<file path="config.mk">
export PLATFORM = sky130hd
export DESIGN_NAME = queue_2bit_writer
export DESIGN_NICKNAME = d
export VERILOG_FILES = /design/src/rtl/queue_2bit_writer.sv
export SDC_FILE = /design/constraint.sdc
export NUM_CORES = 1
export LEC_CHECK = 0
export ABC_AREA = 1
export CORE_ASPECT_RATIO = 1.4
export CORE_UTILIZATION = 25
export CTS_CLUSTER_SIZE = 20
export DETAILED_ROUTE_END_ITERATION = 6
export GPL_ROUTABILITY_DRIVEN = 1
export PLACE_DENSITY = 0.48
export SLEW_MARGIN = 25
export SYNTH_ARGS = -nofsm -noshare
export SYNTH_HDL_FRONTEND = slang
export SYNTH_SLANG_ARGS = --single-unit
</file>
<file path="constraint.sdc">
create_clock -name clk -period 3.1 [get_ports clk]
set_input_delay 0.62 -clock clk [delete_from_list [all_inputs] [get_ports clk]]
set_output_delay 0.62 -clock clk [all_outputs]
set_load 0.1 [all_outputs]
</file>
<file path="src/rtl/queue_2bit_writer.sv">
// Producer side of the 2-bit symbol queue: collects symbols into a local buffer,
// hands the whole buffer to the queue with a one-cycle ld strobe, then waits for it to drain.
// IDX_W must satisfy 2**IDX_W > DEPTH so that a full count is representable.
module queue_2bit_writer #(
    parameter int DEPTH = 256,
    parameter int IDX_W = 9
) (
    input  logic                 clk,
    input  logic                 rst,
    input  logic                 in_valid,
    input  logic [1:0]           in_data,
    output logic                 in_ready,
    input  logic                 flush,
    input  logic                 drain_done,
    output logic                 ld,
    output logic [2*DEPTH-1:0]   ld_data,
    output logic [IDX_W-1:0]     rear_index,
    output logic                 full,
    output logic                 busy
);

    localparam logic [1:0] ST_FILL    = 2'd0;
    localparam logic [1:0] ST_HANDOFF = 2'd1;
    localparam logic [1:0] ST_WAIT    = 2'd2;

    localparam logic [IDX_W-1:0] DEPTH_C = IDX_W'(DEPTH);

    logic [1:0]         state_q, state_d;
    logic               guard_q, guard_d;
    logic [IDX_W-1:0]   count_q, count_d;
    logic [2*DEPTH-1:0] buf_q, buf_d;

    logic               accept;
    logic [IDX_W-1:0]   post_count;

    // Every handshake-facing output decodes registered state only, never in_valid or flush.
    assign in_ready   = (state_q == ST_FILL) && (count_q < DEPTH_C);
    assign ld         = (state_q == ST_HANDOFF);
    assign busy       = (state_q != ST_FILL);
    assign full       = (count_q == DEPTH_C);
    assign rear_index = count_q;
    assign ld_data    = buf_q;

    assign accept     = in_valid && in_ready;
    assign post_count = count_q + IDX_W'(accept);

    always_comb begin
        // NOTE: every variable gets a default before the case so no path can infer a latch.
        state_d = state_q;
        guard_d = guard_q;
        count_d = count_q;
        buf_d   = buf_q;

        case (state_q)
            ST_FILL: begin
                if (accept) begin
                    for (int i = 0; i < DEPTH; i++) begin
                        if (count_q == IDX_W'(i)) begin
                            buf_d[2*i +: 2] = in_data;
                        end
                    end
                    count_d = post_count;
                end
                // A flush in the same cycle as an accept carries that symbol along.
                if ((accept && (post_count == DEPTH_C)) ||
                    (flush && (post_count != '0))) begin
                    state_d = ST_HANDOFF;
                end
            end

            ST_HANDOFF: begin
                state_d = ST_WAIT;
                guard_d = 1'b1;
            end

            ST_WAIT: begin
                // The queue only latches the new rear index during the first wait cycle,
                // so its finish flag is stale until then.
                if (guard_q) begin
                    guard_d = 1'b0;
                end else if (drain_done) begin
                    state_d = ST_FILL;
                    count_d = '0;
                    buf_d   = '0;
                end
            end

            default: begin
                state_d = ST_FILL;
                guard_d = 1'b0;
                count_d = '0;
                buf_d   = '0;
            end
        endcase
    end

    always_ff @(posedge clk) begin
        if (!rst) begin
            state_q <= ST_FILL;
            guard_q <= 1'b0;
            count_q <= '0;
            // NOTE: the buffer is reset too, because unwritten entries must read as zero.
            buf_q   <= '0;
        end else begin
            // NOTE: non-blocking updates so all state advances together at the edge.
            state_q <= state_d;
            guard_q <= guard_d;
            count_q <= count_d;
            buf_q   <= buf_d;
        end
    end

endmodule

</file>
# After elaboration in Yosys (flattened, before gate mapping)
# Cells that the tools add are included.
[totals]
register_bits = 524
latchBits = 0
ram_bits = 0
romBits = 0
input_bits = 7
wordCells = 1317
n_memories = 0
[classes]
add_sub_neg = 1
multipliers = 0
div = 0
order_cmp = 1
n_eq_ne = 519
n_shift = 0
n_mux = 269
n_bitwise = 1
n_reduce_logical = 267
[ops]
columns = ["cell", "count"]
rows = [
  ["512-bit 2-to-1 mux", 3],
  ["512-bit case mux with 3 select lines", 1],
  ["5-bit AND reduction", 256],
  ["9-bit by 8-bit equality test with 1-bit output, second input constant", 128],
  ["9-bit by 7-bit equality test with 1-bit output, second input constant", 64],
  ["2-bit 2-to-1 mux", 259],
  ["2-bit by 1-bit != test with 1-bit output, second input constant", 257],
  ["9-bit by 6-bit equality test with 1-bit output, second input constant", 32],
  ["9-bit by 5-bit equality test with 1-bit output, second input constant", 16],
  ["9-bit by 4-bit equality test with 1-bit output, second input constant", 8],
  ["9-bit by 3-bit equality test with 1-bit output, second input constant", 4],
  ["9-bit 2-to-1 mux", 3],
  ["9-bit case mux with 3 select lines", 1],
  ["9-bit by 2-bit equality test with 1-bit output, second input constant", 2],
  ["9-bit equality test, second input constant", 2],
  ["9-bit by 1-bit adder with 9-bit output", 1],
  ["9-bit by 1-bit equality test with 1-bit output, second input constant", 1],
  ["9-bit logical NOT", 1],
  ["9-bit less-than comparator, second input constant", 1],
  ["9-bit nonzero test", 1],
  ["2-bit != test, second input constant", 3],
  ["2-bit case mux with 3 select lines", 1],
  ["1-bit logical AND", 4],
  ["4-bit AND reduction", 1],
  ["other kinds (8)", 8],
]

# Longest topological paths before layout
[logic_depth]
ltp_word = 9
ltp_mapped = 18

# Worst setup path after synthesis
# No wires, ideal clock.
[synth_timing]
path_kind = "register -> output"
from = "register count_q[4] (netlist: rear_index[4])"
to = "output full"
arrival_time_ps = 3604
path_slack_ps = -1124
path_stages_with_launch = 6
path_buffers = 2
cell_sequence = "dfxtp_1 -> buf_2 -> nor2_1 -> nand2_1 -> clkbuf_1 -> nor3_1"
[synth_between]
elab_chain_cells = 1
[synth_lines]
columns = ["item", "line_no", "source"]
rows = [
  ["start: declaration", "30", "logic [IDX_W-1:0] count_q, count_d;"],
  ["start signal: assignment", "108", "count_q <= count_d;"],
  ["9-bit equality test", "40", "assign full = (count_q == DEPTH_C);"],
  ["end: declaration", "18", "output logic full,"],
]
# No other way between the ends.

# Final worst setup path
[layout_timing]
from = "register count_q[3] (netlist: rear_index[3])"
to = "register buf_q[113] (netlist: ld_data[113])"
[layout_between]
elab_chain_cells = 5
elab_cells_between_ends = 7
cone_classes = "order compare (1); eq/ne (3); reduce/logical (3)"
[layout_lines]
columns = ["item", "line_no", "source"]
rows = [
  ["9-bit less-than comparator", "37", "assign in_ready = (state_q == ST_FILL) && (count_q < DEPTH_C);"],
  ["1-bit logical AND", "37", ""],
  ["1-bit logical AND", "44", "assign accept = in_valid && in_ready;"],
  ["2-bit != test (no source line)", "--", ""],
  ["5-bit AND reduction (no source line) *", "--", ""],
  ["end signal: assignment", "109", "buf_q <= buf_d;"],
  ["end: declaration", "31", "logic [2*DEPTH-1:0] buf_q, buf_d;"],
]
# Every way passes the cells marked *; elsewhere a longest branch is shown, timed or not.
# A chain may end at the register's enable or synchronous reset.

==> results.rst <==
.. list-table::
   :header-rows: 1

   * - Metric
     - Value
   * - Run status
     - completed
   * - Inst Count DP
     - approximately 4,600
   * - Clock latency on the worst-skew pair
     - 0.64 ns
   * - Critical Path Slowest Stage Cell
     - sky130_fd_sc_hd__dfxtp_1
   * - Yosys Warn Count
     - 0
   * - DIE AREA
     - approximately 88,000 um2
   * - Unrepaired setup endpoints after global routing
     - no
   * - Pwr per Cell Area
     - roughly 1000 nW/um2
   * - Number of distinct library cell variants in the gate-level netlist after synthesis
     - 24
   * - Detail Placement HPWL
     - around 63 mm
   * - Horiz. Die Dim
     - between 200 and 300 um
   * - Mapped Avg Cell Area
     - approximately 7 um2
   * - Setup TNS
     - 0 ns
   * - Number of global-route vias before repair
     - 20,600
   * - Synthesized Nets
     - 3,128
   * - Total routed wirelength
     - ~94 mm
   * - Worst-path clk slew
     - ~0.07 ns
   * - Routed wire per std cell
     - ~20 um
   * - GPL Wtd Cong
     - slightly above 0.8
   * - Number of resized instances in the post-cts repair step
     - 0
   * - Worst clock skew
     - between 0.015 and 0.02 ns
   * - Maximum clock path buffer count
     - 3
   * - Fraction of layout cells with a size suffix above 1
     - ~20%
   * - Die height
     - 351 um
   * - Critical Path Max Stage Delay
     - between 0.5 and 0.6 ns
   * - Root buffer cell
     - sky130_fd_sc_hd__clkbuf_16
   * - Post-synthesis sequential element count
     - 524
   * - Number of buffers and inverters on the critical path
     - 3
   * - Worst Tran Pin Value
     - between 0.9 and 1 ns
   * - Maximum fanout encountered on the critical timing path
     - 10
   * - Most common cell after layout, fill and taps aside
     - sky130_fd_sc_hd__nor2_1
   * - Top Family by Delay on Critical Path
     - simple AND/OR/NAND/NOR gates
   * - Std-Cell Core Area
     - ~86,000 um2
   * - Clock tree from TritonCTS
     - built
   * - Share of synthesized area occupied by flip-flops and latches
     - about half
   * - Number of cells in the finished layout apart from fillers
     - 4,700
   * - Leakage power
     - between 10 and 15 nW
   * - Area of the mapped netlist
     - approximately 22,000 um2
   * - Port Buffer Count
     - 531
   * - Setup Buffers After CTS
     - 0
   * - Clock period minus worst slack
     - 2.66 ns
   * - Number of iterations in the first detailed-routing pass
     - 5
   * - Fmax
     - between 0.3 and 0.4 GHz
   * - Remaining number of nets flagged by the antenna check after routing
     - 0
   * - Total power of the final layout
     - roughly 30 mW
   * - Endpoints failing setup
     - 0
   * - Nature of the critical path startpoint
     - flop
   * - Slew Limit Fails
     - 0
   * - Largest net degree at the start of global routing
     - ~140
   * - Classification of the worst-slack hold path
     - in -> reg
   * - Iteration-0 DRC Markers
     - about 1,100
   * - Number of levels the H-tree was split into
     - 2
   * - Total I/O pin count
     - 532
   * - Starting density of the core
     - 25.3%
   * - Number of hold-repair buffers added at the cts stage
     - 0
   * - Most frequent cells in the layout
     - 594 x sky130_fd_sc_hd__nor2_1, 580 x sky130_fd_sc_hd__buf_4, 542 x sky130_fd_sc_hd__nand2_1, 523 x sky130_fd_sc_hd__dfxtp_1, 504 x sky130_fd_sc_hd__o21ai_0
   * - DRC violations left
     - 0
   * - Worst endpoint data arrival time
     - around 3.2 ns
   * - Total clock sinks
     - about 520
   * - Signed area change from the synthesized netlist to the final layout
     - 33.7%
   * - Vias per inst
     - 4.71
   * - Peak VDD IR
     - 0.550 mV
   * - Global-route wire length before repair
     - approximately 140 mm
   * - Worst setup path category
     - reg -> reg
   * - CP endpoint kind
     - flop
   * - Relative slew slack
     - 34.1%
   * - Max_cap viols
     - 0
   * - Count of nets after finishing
     - about 3,600
   * - Count of vias placed by the detailed router
     - roughly 22,000
   * - Final critical-path share of the clock period
     - about 86%
   * - Worst EP required
     - between 3 and 4 ns
   * - Gate count of the mapped netlist
     - roughly 3,100
   * - Number of antenna violations at the first check in global routing
     - 8
   * - Number of buffers added by the clock tree synthesis step
     - between 50 and 60
   * - # rows
     - 127
   * - Total congestion overflow
     - 0
   * - Gr usage total
     - a little over a fifth
   * - Final Hold Fails
     - 0
   * - Cells traversed along the worst timing path
     - inv_1 -> nor2_2 -> nand3_2 -> buf_4 -> o21ai_0 -> buf_4 -> nand2_1 -> nand2_1 -> a21oi_1
-- metrics by stage --
step | instance area, um2 | setup WS, ns | hold slack (ns) | util [%]
detailed placement | 27100 | 0.428 | 0.453 | 31.6
finish | 29000 | 0.442 | 0.349 | 33.8
global placement | 27100 | 0.422 | 0.448 | 31.6
CTS | 29000 | 0.430 | 0.298 | 33.8
global route | 29000 | 0.268 | 0.330 | 33.8
floorplan | 21700 | 0.141 | 0.454 | -
-- where the power goes --
part / total (mW) / switching, mW / internal (mW)
registers: 8.41 / 0.651 / 7.76
logic: 14.3 / 11.5 / 2.77
clock network: 7.04 / 3.02 / 4.01
-- worst register-to-register path, cell delays in order (launching register included) --
cell and delay, ns:
sky130_fd_sc_hd__dfxtp_1 0.59, sky130_fd_sc_hd__inv_1 0.15, sky130_fd_sc_hd__nor2_2 0.41, sky130_fd_sc_hd__nand3_2 0.41, sky130_fd_sc_hd__buf_4 0.34, sky130_fd_sc_hd__o21ai_0 0.22, sky130_fd_sc_hd__buf_4 0.18, sky130_fd_sc_hd__nand2_1 0.08
sky130_fd_sc_hd__nand2_1 0.08, sky130_fd_sc_hd__a21oi_1 0.06
-- routing by layer --
layer	routed length, um	vias to the layer above	GRT usage [%]
met4	2790	4	6.36
met3	6340	114	5.22
met2	45600	581	36.0
met5	28	-	0
li1	-	11000	-
met1	39700	10400	25.3
-- layout make-up --
type | count | area, um2
Clock buffer | 83 | 1730
Sequential cell | 524 | 10500
Antenna cell | 3 | 7.51
Inverter | 169 | 642
Multi-Input combinational cell | 2193 | 9690
Fill cell | 9431 | 56800
Timing Repair Buffer | 611 | 4920
Tap cell | 1096 | 1370
Clock inverter | 21 | 173
-- state kept, by name (all words and copies together) (netlist names) --
register	count
guard_q	1
state_q	2
rear_index	9
ld_data	512
-- cell families after synthesis --
group,count (synthesis),synth area share [%]
buffers and inverters,402,7.48
flip-flops,524,48.3
adder cells (fa/ha/maj),2,0.115
XOR/XNOR,1,0.0403
AO/OA/AOI/OAI,781,18.0
AND/OR/NAND/NOR,1409,26.0
-- synth_stat cells (all sizes together) --
cell	n	area (um2)
nand3b	1	7.51
a21oi	244	1220
o21ai	537	2690
buf	66	363
nor3	3	20.0
dfxtp	524	10500
inv	141	529
nand3	254	1270
ha	2	25.0
clkinv	28	105
clkbuf	167	627
nor2	602	2280
xor2	1	8.76
nand4	4	25.0
or2	1	6.26
nand2	544	2040
-- path summary, 6_finish.rpt --
kind / cells past startpoint / to / slack [ns] / from
worst min register to register: 2 / ld_data[45]$_SDFFE_PN0P_ / 0.46 / ld_data[45]$_SDFFE_PN0P_
worst max-delay path: 9 / ld_data[113]$_SDFFE_PN0P_ / 0.44 / rear_index[3]$_SDFFE_PN0P_
worst min-delay path: 3 / ld_data[483]$_SDFFE_PN0P_ / 0.35 / rst
worst max register to register: 9 / ld_data[113]$_SDFFE_PN0P_ / 0.44 / rear_index[3]$_SDFFE_PN0P_
(Power assumes the default switching activity.)
